$ cat src/rtl/dmem_stream_loader.sv
// Byte-stream DMA engine for the data memory port: LOAD writes an incoming stream, DUMP reads one out.
// Optional running checksum output enabled by defining DMEM_LOADER_CHECKSUM_EN.
module dmem_stream_loader #(
    parameter int unsigned ADDR_W = 8,
    parameter int unsigned DATA_W = 8
) (
    input  logic              clk_i,
    input  logic              rst_ni,
    input  logic              start_i,
    input  logic              mode_i,
    input  logic [ADDR_W-1:0] base_addr_i,
    input  logic [ADDR_W:0]   len_i,
    input  logic              abort_i,
    output logic              busy_o,
    output logic              done_o,
    input  logic              s_valid_i,
    input  logic [DATA_W-1:0] s_data_i,
    output logic              s_ready_o,
    output logic              m_valid_o,
    output logic [DATA_W-1:0] m_data_o,
    input  logic              m_ready_i,
    output logic              mem_we_o,
    output logic [ADDR_W-1:0] mem_addr_o,
    output logic [DATA_W-1:0] mem_wdata_o,
    input  logic [DATA_W-1:0] mem_rdata_i
`ifdef DMEM_LOADER_CHECKSUM_EN
    ,
    output logic [DATA_W-1:0] checksum_o
`endif
);

    localparam int unsigned CNT_W = ADDR_W + 1;

    typedef enum logic [1:0] {
        IDLE = 2'd0,
        LOAD = 2'd1,
        DUMP = 2'd2,
        DONE = 2'd3
    } state_t;

    state_t             state_q, state_d;
    logic [ADDR_W-1:0]  ptr_q, ptr_d;
    logic [CNT_W-1:0]   cnt_q, cnt_d;
    logic               xfer;

`ifdef DMEM_LOADER_CHECKSUM_EN
    logic [DATA_W-1:0]  csum_q, csum_d;
    logic [DATA_W-1:0]  xfer_byte;

    assign xfer_byte  = (state_q == LOAD) ? s_data_i : mem_rdata_i;
    assign checksum_o = csum_q;
`endif

    // A byte moves whenever the active stream side completes a handshake.
    assign xfer = ((state_q == LOAD) && s_valid_i) || ((state_q == DUMP) && m_ready_i);

    always_ff @(posedge clk_i or negedge rst_ni) begin
        if (!rst_ni) begin
            state_q <= IDLE;
            ptr_q   <= '0;
            cnt_q   <= '0;
`ifdef DMEM_LOADER_CHECKSUM_EN
            csum_q  <= '0;
`endif
        end else begin
            state_q <= state_d;
            ptr_q   <= ptr_d;
            cnt_q   <= cnt_d;
`ifdef DMEM_LOADER_CHECKSUM_EN
            csum_q  <= csum_d;
`endif
        end
    end

    always_comb begin
        state_d = state_q;
        ptr_d   = ptr_q;
        cnt_d   = cnt_q;
`ifdef DMEM_LOADER_CHECKSUM_EN
        csum_d  = csum_q;
`endif
        case (state_q)
            IDLE: begin
                if (start_i) begin
`ifdef DMEM_LOADER_CHECKSUM_EN
                    csum_d = '0;
`endif
                    if (len_i == '0) begin
                        state_d = DONE;
                    end else begin
                        ptr_d   = base_addr_i;
                        cnt_d   = len_i;
                        state_d = mode_i ? DUMP : LOAD;
                    end
                end
            end
            LOAD, DUMP: begin
                if (xfer) begin
                    ptr_d = ptr_q + ADDR_W'(1);
                    cnt_d = cnt_q - CNT_W'(1);
`ifdef DMEM_LOADER_CHECKSUM_EN
                    csum_d = csum_q + xfer_byte;
`endif
                    if (cnt_q == CNT_W'(1)) begin
                        state_d = DONE;
                    end
                end
                // Abort wins over completion; a same-cycle handshake still lands.
                if (abort_i) begin
                    state_d = IDLE;
                end
            end
            DONE:    state_d = IDLE;
            default: state_d = IDLE;
        endcase
    end

    assign busy_o      = (state_q == LOAD) || (state_q == DUMP);
    assign done_o      = (state_q == DONE);
    assign s_ready_o   = (state_q == LOAD);
    assign m_valid_o   = (state_q == DUMP);
    assign m_data_o    = (state_q == DUMP) ? mem_rdata_i : '0;
    assign mem_we_o    = (state_q == LOAD) && s_valid_i;
    assign mem_addr_o  = ptr_q;
    assign mem_wdata_o = s_data_i;

endmodule

$ cat config.mk
export PLATFORM = sky130hd
export DESIGN_NAME = dmem_stream_loader
export DESIGN_NICKNAME = d
export VERILOG_FILES = /design/src/rtl/dmem_stream_loader.sv
export SDC_FILE = /design/constraint.sdc
export NUM_CORES = 1
export LEC_CHECK = 0
export BUFFER_PORTS_ARGS = -buffer_cell sky130_fd_sc_hd__buf_2
export CAP_MARGIN = 10
export CORE_MARGIN = 2
export CORE_UTILIZATION = 50
export DETAILED_ROUTE_END_ITERATION = 10
export GPL_TIMING_DRIVEN = 0
export PLACE_DENSITY = 0.88
export REMOVE_ABC_BUFFERS = 1
export SLEW_MARGIN = 0
export SYNTH_ARGS = -nofsm -noshare
export SYNTH_HDL_FRONTEND = slang
export SYNTH_SLANG_ARGS = --single-unit
$ cat constraint.sdc
create_clock -name clk_i -period 3.5 [get_ports clk_i]
set_input_delay 0.35 -clock clk_i [delete_from_list [all_inputs] [get_ports clk_i]]
set_output_delay 0.35 -clock clk_i [all_outputs]
set_load 0.005 [all_outputs]
; ---- Yosys cells after proc, flatten, opt, wreduce, memory -nomap -nowiden
; Cells that the tools add are included.
; Widths: inputs -> output; s select.
[totals]
regBits = 19
in_bits = 40
output_inout_bits = 29
elab_cells = 40
[classes]
addsub = 2
eq_ne = 9
muxes = 16
reduce_logical = 10
[ops]
columns = cell, count
row1 = $mux 8, 4
row2 = $mux 9, 3
row3 = $pmux 9 s2, 1
row4 = $pmux 8 s2, 1
row5 = $mux 2, 6
row6 = $eq 9x1->1 const B, 1
row7 = $logic_not 9->1, 1
row8 = $sub 9x1->9 const B, 1
row9 = $add 8x1->8 const B, 1
row10 = $ne 2x2->1 const B, 3
row11 = $ne 3x3->1 const B, 2
row12 = $pmux 2 s3, 1
row13 = $eq 2x2->1 const B, 2
row14 = $reduce_and 4->1, 1
row15 = $reduce_and 3->1, 1
row16 = $eq 2x1->1 const B, 1
row17 = $logic_and 1x1->1, 2
row18 = $logic_not 2->1, 1
row19 = $logic_or 1x1->1, 2
row20 = $reduce_bool 2->1, 1
row21 = $reduce_or 2->1, 1

; ---- Depth between registers and ports, before layout
; Gate-level depths: netlist of run 1.
[depth]
depth_word = 6
ltp_mapped = 8

; ---- Least setup slack after synthesis of run 1
; No wires, ideal clock.
[synth_path]
kind = reg2reg
from = register state_q[0]
to = register ptr_q[2], in the netlist mem_addr_o[2]
setup_time_ns = 0.124
t_arrival_ns = 1.728
path_slack_ns = 1.648
stages_incl_launch_ff = 8
path_buffers = 1
period_less_slack_ns = 1.852
path_cell_list = dfrtp_1 -> inv_1 -> ha_1 -> nor2_1 -> a211o_1 -> clkbuf_1 -> o31ai_1 -> a211o_1
[synth_via]
elab_chain_len = 5
[synth_lines]
columns = element, line
row1 = from (decl), 41  ; state_t state_q, state_d;
row2 = from (signal assigned), 66  ; state_q <= state_d;
row3 = $eq 2x1->1 or $eq 2x2->1 (tied branches), "55, 82"
row4 = $logic_and 1x1->1, 55  ; assign xfer = ((state_q == LOAD) && s_valid_i) || ((state_q == DUMP) && m_ready_i);
row5 = $logic_or 1x1->1, 55
row6 = $ne 2x2->1 (no source line), -
row7 = $reduce_and 4->1 (no source line), -
row8 = to (signal assigned), 67  ; ptr_q <= ptr_d;
row9 = to (decl), 42  ; logic [ADDR_W-1:0] ptr_q, ptr_d;
; Several ways; a longest one is shown, not always the timed one.
; A chain may end at the register's enable or synchronous reset.

; ---- Final worst setup path of run 1
[layout_path]
from = register state_q[1]
to = register ptr_q[2], in the netlist mem_addr_o[2]
; Same word-level chain as after synthesis.

==> impl_metrics.json, run 1 <==
{
  "numCtsBuffers": 3,
  "clock_latency_ns": 0.31,
  "start_kind": "flip-flop",
  "fp.dieH_um": 60.93,
  "maxSlewViolCount": 0,
  "post_drt_wl_per_cell_um": 15.60,
  "area_growth_pct": 15.37,
  "power.switching_w": 0.0009791,
  "pwr-share-comb_pct": 69.4,
  "yosysSeqAreaShare_pct": 29.34,
  "max_freq_ghz": 0.3162,
  "r2r_slack_ns": 0.34,
  "die_x_um": 60.93,
  "grtUsageTotal_pct": 23.35,
  "drt-initial-drc-count": 72,
  "start_util_pct": 52.64,
  "powerDensity_mw_per_mm2": 1053,
  "cts_sinks": 19,
  "routed_wl_um": 4071,
  "end_kind": "flip-flop",
  "nNetsFinal": 266,
  "layout_setup_ws_ns": 0.3376,
  "r2r-start": "state_q[1]$_DFFE_PN0P_",
  "ys_seq_elements": 19,
  "die-area_mm2": 0.003712,
  "synthArstFlopShare_pct": 100.0,
  "crit_start": "state_q[1]$_DFFE_PN0P_",
  "syn_avg_cell_area_um2": 9.103,
  "preCtsSetupSlack_ns": -0.2144,
  "clkTransAtPathRegs_ns": 0.12,
  "cts_tree": "yes",
  "grt_pass1_vias": 1504,
  "clock_skew_ns": 0.01044,
  "ios": 69,
  "stdcell_count": 261,
  "place_inst": 256,
  "num_vias": 1582,
  "grt_max_degree": 44,
  "path_class": "reg2reg",
  "post-cts-setup-buffers": 0,
  "reg2reg_depth": 6,
  "switching_share_pct": 49.75,
  "cp-endpoint": "mem_addr_o[2]$_DFFE_PN0P_",
  "crit-reg2reg-capture": "mem_addr_o[2]$_DFFE_PN0P_",
  "core_mm2": 0.003078,
  "yosysWarnings": 0,
  "power.share.sequential_pct": 24.6,
  "cp_max_fo": 43,
  "syn_inst": 178,
  "h-tree-depth": 1,
  "n_antenna_cell": 0,
  "synth_edf_count": 0,
  "worstPathRequired_ns": 3.71,
  "grt_pass1_wl_um": 6506,
  "cts_buffer_depth": 2,
  "hold_violations": 0,
  "worstPathArrival_ns": 3.37,
  "drive_gt1_share_pct": 32.26,
  "port_buffers": 52,
  "ir_worst_vdd_mv": 0.5131,
  "postRouteAntennaNets": 0,
  "gp_congestion": 0.8652,
  "fp-row-count": 20,
  "slew_headroom_pct": 47.86,
  "tightestPinTransition_ns": 0.7822,
  "syn_area_mm2": 0.001620,
  "period_needed_ns": 3.162,
  "ys.flop_type": "dfrtp_1",
  "p_clk_share_pct": 6.0,
  "status": "finished, final reports clean",
  "final_cell_area_mm2": 0.001869,
  "drtPass1Iterations": 4,
  "max_cap_violations": 0,
  "hold_class": "in2reg",
  "period_share_pct": 90.35,
  "p_leak_nw": 0.8838,
  "synth.distinct_cells": 46,
  "antenna_found_initial": 0,
  "via_per_inst": 6.061,
  "root_buffer": "clkbuf_4",
  "fin_util_pct": 60.73,
  "rsz0062_at_grt": "no",
  "fin_tns_setup_ns": 0,
  "drc": 0,
  "setup_viol": 0,
  "grt-ovfl-total": 0,
  "place_hpwl_um": 2866,
  "p_int_w": 0.0009888,
  "postPlaceCellArea_mm2": 0.001822
}
-- per-stage QoR --
step | hold slack, ns | power (W)
6_report | 0.3187 | 0.001968
3_5_place_dp | 0.3242 | 0.001811
5_1_grt | 0.3402 | 0.002173
4_1_cts | 0.3187 | 0.001942
2_1_floorplan | 0.05441 | 0.001453
3_3_place_gp | 0.3181 | 0.001760
-- cells in the mapped netlist, types with 2 or more instances --
master	number	area (um2)
dfrtp_1	19	475.5
and2_1	13	81.33
inv_1	11	41.29
nor2_1	11	41.29
a21oi_1	9	45.04
buf_4	9	67.56
ha_1	8	100.1
a31oi_1	6	37.54
nor2b_1	6	37.54
nor4_1	6	37.54
a211oi_1	5	37.54
a41o_1	5	50.05
mux2i_1	5	50.05
a211oi_2	4	50.05
and3_1	4	25.02
buf_2	4	20.02
clkbuf_1	4	15.01
nand2_1	4	15.01
o22a_1	4	35.03
a221oi_1	3	26.28
nor3_1	3	15.01
o21ai_0	3	15.01
o31ai_1	3	22.52
a211o_1	2	17.52
a31o_2	2	17.52
a41oi_1	2	17.52
mux2_2	2	22.52
nand3_1	2	10.01
nand3b_1	2	15.01
-- per-layer routing --
metal / vias to the layer above / share of wire (%) / global-route usage (%)
li1: 753 / - / -
met1: 735 / 42 / 29.31
met2: 86 / 50 / 39.78
met3: 8 / 6.2 / 3.625
met4: 0 / 1.9 / 9.938
met5: - / 0 / 0
-- sequential cells by signal, indices dropped and copies added (netlist names) --
name / flops
cnt_q: 9
mem_addr_o: 8
state_q: 2
-- logic make-up (layout without fill, tap and decap cells) --
| logic type | after synthesis | after routing | synth area share (%) |
|---|---|---|---|
| flip-flops | 19 | 19 | 29.34 |
| AND/OR/NAND/NOR | 59 | 59 | 23.01 |
| multiplexers | 7 | 7 | 4.479 |
| AO/OA/AOI/OAI | 56 | 56 | 27.41 |
| adder cells (fa/ha/maj) | 8 | 8 | 6.178 |
| buffers and inverters | 29 | 68 | 9.575 |
-- what timing repair did --
| action | 4_1_cts | 5_1_grt |
|---|---|---|
| setup endpoints to repair | 11 | 11 |
| gates resized for setup | 1 | 1 |
| endpoints found under the hold margin | 19 | 0 |
| hold buffers | 1 | 0 |
-- cell type report --
class / instances / area, um2
inverter: 11 / 41.29
tap: 44 / 55.05
multi-input combinational: 130 / 999.7
timing repair buffer: 53 / 270.3
clock buffer: 3 / 22.52
fill: 305 / 1209
sequential: 19 / 475.5
clock inverter: 1 / 5.005
-- worst max-delay path: stages, from the launching register on --
cell      delay (ns)
dfrtp_1         0.41
inv_1           0.10
ha_2            0.86
nor2_1          0.26
a211oi_4        0.60
nand2_1         0.43
a211o_1         0.39
-- how the worst min path moves through the flow --
stage,start,endpoint,depth (start not counted)
2_1_floorplan,rst_ni,cnt_q[0]$_DFFE_PN0P_,0
3_3_place_gp,rst_ni,mem_addr_o[5]$_DFFE_PN0P_,1
3_5_place_dp,rst_ni,mem_addr_o[5]$_DFFE_PN0P_,1
4_1_cts,base_addr_i[0],mem_addr_o[0]$_DFFE_PN0P_,3
5_1_grt,base_addr_i[6],mem_addr_o[6]$_DFFE_PN0P_,3
6_report,base_addr_i[0],mem_addr_o[0]$_DFFE_PN0P_,3
-- placed cells by master, fill, tap and decap left out, types with 2 or more instances in the layout --
cell type,count
a211o_1,2
a211oi_1,5
a211oi_2,3
a21oi_1,9
a221oi_1,3
a31o_2,2
a31oi_1,6
a41o_1,5
a41oi_1,2
and2_1,13
and3_1,4
buf_2,52
clkbuf_4,3
dfrtp_1,19
ha_1,7
inv_1,11
mux2_2,2
mux2i_1,5
nand2_1,4
nand3_1,2
nand3b_1,2
nor2_1,11
nor2b_1,6
nor3_1,3
nor4_1,6
o21ai_0,3
o22a_1,4
o31ai_1,3
-- power groups by stage --
stage	sequential [W]	combinational, W	clock (W)
3_5_place_dp	0.000480	0.00133	0
3_3_place_gp	0.000474	0.00129	0
4_1_cts	0.000479	0.00134	0.000119
2_1_floorplan	0.000456	0.000998	0
5_1_grt	0.000504	0.00154	0.000127
6_report	0.000484	0.00137	0.000118
Power figures use the tool's default switching activity.
==> inputs of run 2 (changes only) <==
--- a/config.mk
+++ b/config.mk
@@ -5,13 +5,13 @@
 export SDC_FILE = /design/constraint.sdc
 export NUM_CORES = 1
 export LEC_CHECK = 0
-export BUFFER_PORTS_ARGS = -buffer_cell sky130_fd_sc_hd__buf_2
 export CAP_MARGIN = 10
 export CORE_MARGIN = 2
 export CORE_UTILIZATION = 50
 export DETAILED_ROUTE_END_ITERATION = 10
+export DONT_BUFFER_PORTS = 1
 export GPL_TIMING_DRIVEN = 0
-export PLACE_DENSITY = 0.88
+export PLACE_DENSITY = 0.7
 export REMOVE_ABC_BUFFERS = 1
 export SLEW_MARGIN = 0
 export SYNTH_ARGS = -nofsm -noshare
==> run 2 against run 1 <==
Setup slack worse by 0.038 ns. Clock-buffer cell count is the same. Highest routed layer unchanged. Core utilization fell by 7.6 points. Critical endpoint unchanged. Register-to-register slack lost 0.04 ns. Critical path depth grew 1. Critical path type unchanged. Combinational power is 4% lower. Final area fell by 13%. Fmax is 1.2% lower.
==> impl_metrics.json, run 2 (synthesis results as in run 1) <==
{
  "hold_violations": 0,
  "rsz0062_at_grt": "no",
  "hold_class": "in2reg",
  "place_inst": 205,
  "postRouteAntennaNets": 0,
  "drive_gt1_share_pct": 10.84,
  "cts_tree": "yes",
  "antenna_found_initial": 0,
  "gp_congestion": 0.7757,
  "grtUsageTotal_pct": 21.65,
  "drc": 0,
  "die-area_mm2": 0.003712,
  "port_buffers": 0,
  "powerDensity_mw_per_mm2": 1177,
  "total_power_w": 0.001924,
  "slew_headroom_pct": 42.91,
  "p_leak_nw": 0.6774,
  "final_cell_area_mm2": 0.001634,
  "critPathSlowestCell": "ha_1",
  "grt_max_degree": 26,
  "post_drt_wl_per_cell_um": 17.93,
  "postPlaceCellArea_mm2": 0.001589,
  "path_class": "reg2reg",
  "die_x_um": 60.93,
  "h-tree-depth": 1,
  "cp_max_fo": 25,
  "core_mm2": 0.003078,
  "via_per_inst": 6.648,
  "end_kind": "flip-flop",
  "tightestPinTransition_ns": 0.8536,
  "crit_chain": "inv_1, ha_1, buf_16, nor2_1, a211oi_4, nand2_1, a211o_1",
  "start_kind": "flip-flop",
  "place_hpwl_um": 2861,
  "period_needed_ns": 3.200,
  "slowest_delay_ns": 0.85,
  "fp.dieH_um": 60.93,
  "nNetsFinal": 215,
  "final_cell_mix": "dfrtp_1, and2_1, inv_1, nor2_1, a21oi_1",
  "largest_register": "cnt_q",
  "ios": 69,
  "worstPathRequired_ns": 3.71,
  "fillers": 283,
  "start_util_pct": 52.64,
  "drt-initial-drc-count": 57,
  "max_cap_violations": 0,
  "grt-ovfl-total": 0,
  "grt_pass1_vias": 1338,
  "root_buffer": "clkbuf_4",
  "numCtsBuffers": 3,
  "fp-row-count": 20,
  "cts_sinks": 19,
  "n_antenna_cell": 0,
  "num_vias": 1396,
  "status": "finished, final reports clean",
  "area_growth_pct": 0.8496,
  "ir_worst_vdd_mv": 0.4584,
  "preCtsSetupSlack_ns": 0.08746,
  "period_share_pct": 91.43,
  "maxSlewViolCount": 0,
  "setup_viol": 0,
  "final_common_cell": "dfrtp_1",
  "clock_latency_ns": 0.30,
  "drtPass1Iterations": 4,
  "max_freq_ghz": 0.3125,
  "stdcell_count": 210,
  "layout_setup_ws_ns": 0.3000,
  "routed_wl_um": 3765,
  "worstPathArrival_ns": 3.41,
  "clock_skew_ns": 0.009554,
  "fin_tns_setup_ns": 0,
  "grt_pass1_wl_um": 5961,
  "cts_buffer_depth": 2,
  "largest_reg_flops": 9,
  "clkTransAtPathRegs_ns": 0.12
}
==> run 2: cell count changes in the layout (fill, tap and decap cells not counted) <==
| cell | delta |
|---|---|
| ha_2 | -1 |
| buf_2 | -52 |
| ha_1 | +1 |
| buf_16 | +1 |
==> run 2: power by group <==
group	internal, W	switching, W	leakage [nW]
Clock	0.0000426	0.0000723	0.0177
Combinational	0.000578	0.000741	0.435
Sequential	0.000345	0.000145	0.224
Total	0.000966	0.000958	0.677
==> run 2: worst max-delay path: cells and delay by family (launching register included) <==
kind                       cells  cell delay [ns]
AOI/OAI and AO/OA              2             0.94
DFF                            1             0.41
adders and majority gates      1             0.85
and+or+nand+nor                2             0.55
buffers and inverters          2             0.34
==> run 2: stage by stage <==
stage	hold WS [ns]	utilization (%)
after global routing	0.2274	53.09
final	0.2379	53.09
after CTS	0.2359	52.85
after global placement	0.05508	50.73
after detailed placement	0.05481	51.63
after floorplan	0.05441	-
==> run 2: cell type report <==
cell class | count | area [um2] | area share [%]
multi-input combinational | 130 | 997.2 | 61.03
sequential | 19 | 475.5 | 29.10
tap | 44 | 55.05 | 3.369
inverter | 11 | 41.29 | 2.527
timing repair buffer | 2 | 37.54 | 2.297
clock buffer | 3 | 22.52 | 1.378
clock inverter | 1 | 5.005 | 0.3063
==> run 2: worst paths after layout <==
kind	end	slack, ns	depth (start not counted)	from
worst max-delay path	mem_addr_o[2]$_DFFE_PN0P_	0.30	7	state_q[1]$_DFFE_PN0P_
worst min register to register	cnt_q[7]$_DFFE_PN0P_	0.54	1	cnt_q[7]$_DFFE_PN0P_
worst min-delay path	cnt_q[0]$_DFFE_PN0P_	0.24	2	len_i[0]
worst max register to register	mem_addr_o[2]$_DFFE_PN0P_	0.30	7	state_q[1]$_DFFE_PN0P_
min in group asynchronous	mem_addr_o[0]$_DFFE_PN0P_	0.58	1	rst_ni
max in group asynchronous	cnt_q[7]$_DFFE_PN0P_	2.39	1	rst_ni
==> run 2: timing repair <==
action,4_1_cts,5_1_grt
gates resized for setup,0,1
endpoints found under the hold margin,19,0
hold buffers,1,0
buffers inserted,0,0
setup endpoints to repair,0,11
==> run 2: metal layers <==
metal | vias to the layer above | GRT usage (%) | wire length, um
met3 | 7 | 6.183 | 315
li1 | 648 | - | -
met4 | 0 | 9.006 | 58
met2 | 77 | 34.87 | 1859
met1 | 664 | 27.24 | 1531
met5 | - | 0 | 0
==> inputs of run 3 (changes only) <==
--- a/config.mk
+++ b/config.mk
@@ -6,13 +6,11 @@
 export NUM_CORES = 1
 export LEC_CHECK = 0
 export CAP_MARGIN = 10
-export CORE_MARGIN = 2
 export CORE_UTILIZATION = 50
 export DETAILED_ROUTE_END_ITERATION = 10
 export DONT_BUFFER_PORTS = 1
 export GPL_TIMING_DRIVEN = 0
 export PLACE_DENSITY = 0.7
-export REMOVE_ABC_BUFFERS = 1
 export SLEW_MARGIN = 0
 export SYNTH_ARGS = -nofsm -noshare
 export SYNTH_HDL_FRONTEND = slang
==> run 3 against run 2 <==
Wire length increased by 6.9%. Largest cell class unchanged. Via count grew 4.7%. Setup slack improved by 0.94 ns. Global-route usage is 3.0 points higher. First-iteration DRC count rose by 53%. Clock-buffer cell count unchanged. Sequential power increased by 0.8%. Sequential cell count is the same. Clock skew shrank 0.00074 ns. Register-to-register slack better by 0.94 ns.
==> impl_metrics.json, run 3 (synthesis results as in run 1) <==
{
  "status": "finished, final reports clean",
  "nNetsFinal": 232,
  "syn-num-nets": 226,
  "worstPathRequired_ns": 3.74,
  "maxSlewViolCount": 0,
  "die-area_mm2": 0.003472,
  "drive_gt1_share_pct": 16.94,
  "max_cap_violations": 0,
  "area_growth_pct": 5.714,
  "h-tree-depth": 1,
  "grt_pass1_vias": 1363,
  "clkTransAtPathRegs_ns": 0.13,
  "clock_skew_ns": 0.008818,
  "grt_max_degree": 20,
  "ios": 69,
  "fp.dieH_um": 58.93,
  "ir_worst_vdd_mv": 0.5680,
  "die_x_um": 58.93,
  "fin_util_pct": 56.11,
  "start_util_pct": 53.07,
  "post_drt_wl_per_cell_um": 17.74,
  "final_common_cell": "dfrtp_1",
  "reg2reg_depth": 6,
  "slew_headroom_pct": 39.69,
  "postRouteAntennaNets": 0,
  "fp-row-count": 20,
  "cts_buffer_depth": 2,
  "worstPathArrival_ns": 2.49,
  "hold_class": "in2reg",
  "routed_wl_um": 4026,
  "fin_tns_setup_ns": 0,
  "p_leak_nw": 0.7352,
  "hold_violations": 0,
  "port_buffers": 0,
  "grt_pass1_wl_um": 6417,
  "grtUsageTotal_pct": 24.65,
  "period_share_pct": 64.50,
  "root_buffer": "clkbuf_4",
  "end_kind": "flip-flop",
  "grt-ovfl-total": 0,
  "max_freq_ghz": 0.4429,
  "tightestPinTransition_ns": 0.9017,
  "drt-initial-drc-count": 87,
  "cts_tree": "yes",
  "period_needed_ns": 2.258,
  "via_per_inst": 6.441,
  "drtPass1Iterations": 4,
  "path_class": "reg2reg",
  "core_mm2": 0.003053,
  "numCtsBuffers": 3,
  "start_kind": "flip-flop",
  "place_hpwl_um": 3033,
  "rsz0062_at_grt": "no",
  "n_antenna_cell": 0,
  "clock_latency_ns": 0.31,
  "antenna_found_initial": 0,
  "post-cts-setup-buffers": 0,
  "cts_sinks": 19,
  "powerDensity_mw_per_mm2": 1133,
  "gp_congestion": 0.8686,
  "largest_reg_flops": 9,
  "holdPathStages": 2,
  "largest_register": "cnt_q",
  "final_cell_mix": "dfrtp_1, and2_1, inv_1, nor2_1",
  "setup_viol": 0,
  "cp_max_fo": 10,
  "drc": 0,
  "num_vias": 1462
}
-- run 3: changes by cell type in the layout (fill, tap and decap cells not counted) --
cell      before  now
a211oi_4       1    0
buf_6          0    1
buf_16         1    0
a211oi_2       3    4
buf_2          0    4
clkbuf_1       0    4
buf_4          0    9
-- run 3: final timing paths --
check	start	to	slack [ns]
min reg2reg	cnt_q[7]$_DFFE_PN0P_	cnt_q[7]$_DFFE_PN0P_	0.51
max	state_q[0]$_DFFE_PN0P_	cnt_q[7]$_DFFE_PN0P_	1.24
min in group asynchronous	rst_ni	state_q[0]$_DFFE_PN0P_	0.59
min	len_i[0]	cnt_q[0]$_DFFE_PN0P_	0.22
max reg2reg	state_q[0]$_DFFE_PN0P_	cnt_q[7]$_DFFE_PN0P_	1.24
max in group asynchronous	rst_ni	cnt_q[0]$_DFFE_PN0P_	2.35
-- run 3: stage by stage --
| step | power (W) | hold slack (ns) | setup slack [ns] | instance area [um2] | std cells |
|---|---|---|---|---|---|
| after global routing | 0.002115 | 0.2422 | 1.013 | 1713 | 227 |
| after global placement | 0.001739 | 0.05491 | 1.331 | 1675 | 222 |
| after detailed placement | 0.001806 | 0.05495 | 1.268 | 1675 | 222 |
| final | 0.001940 | 0.2212 | 1.242 | 1713 | 227 |
| after CTS | 0.001929 | 0.2224 | 1.245 | 1713 | 227 |
| after floorplan | 0.001516 | 0.05441 | 1.648 | 1620 | 178 |
-- run 3: worst max-delay path, cell delays in order (launching register included) --
cell	delay (ns)
dfrtp_1	0.42
inv_1	0.10
ha_1	0.43
clkbuf_1	0.38
clkbuf_1	0.49
a41oi_1	0.19
o2bb2ai_1	0.18
-- run 3: what timing repair did --
action	CTS	global route
resized for setup	0	0
hold buffers	1	0
hold endpoints to repair	19	0
-- run 3: layer usage --
| layer | global-route usage (%) | vias to the layer above | wire, um |
|---|---|---|---|
| met1 | 32.23 | 703 | 1708 |
| met4 | 8.503 | 0 | 55 |
| met2 | 42.05 | 68 | 1980 |
| met5 | 0 | - | 0 |
| li1 | - | 684 | - |
| met3 | 2.857 | 7 | 281 |
-- run 3: report_power, final --
part / switching (W) / internal, W
Sequential: 0.000149 / 0.000345
Clock: 0.0000775 / 0.0000427
Combinational: 0.000769 / 0.000557
Total: 0.000996 / 0.000944
-- run 3: area by class of cell --
type	instances	area (um2)
Sequential cell	19	475.5
Clock inverter	1	5.005
Inverter	11	41.29
Clock buffer	3	22.52
Tap cell	44	55.05
Multi-Input combinational cell	130	989.7
Fill cell	310	1340
Buffer	18	113.9
Timing Repair Buffer	1	10.01
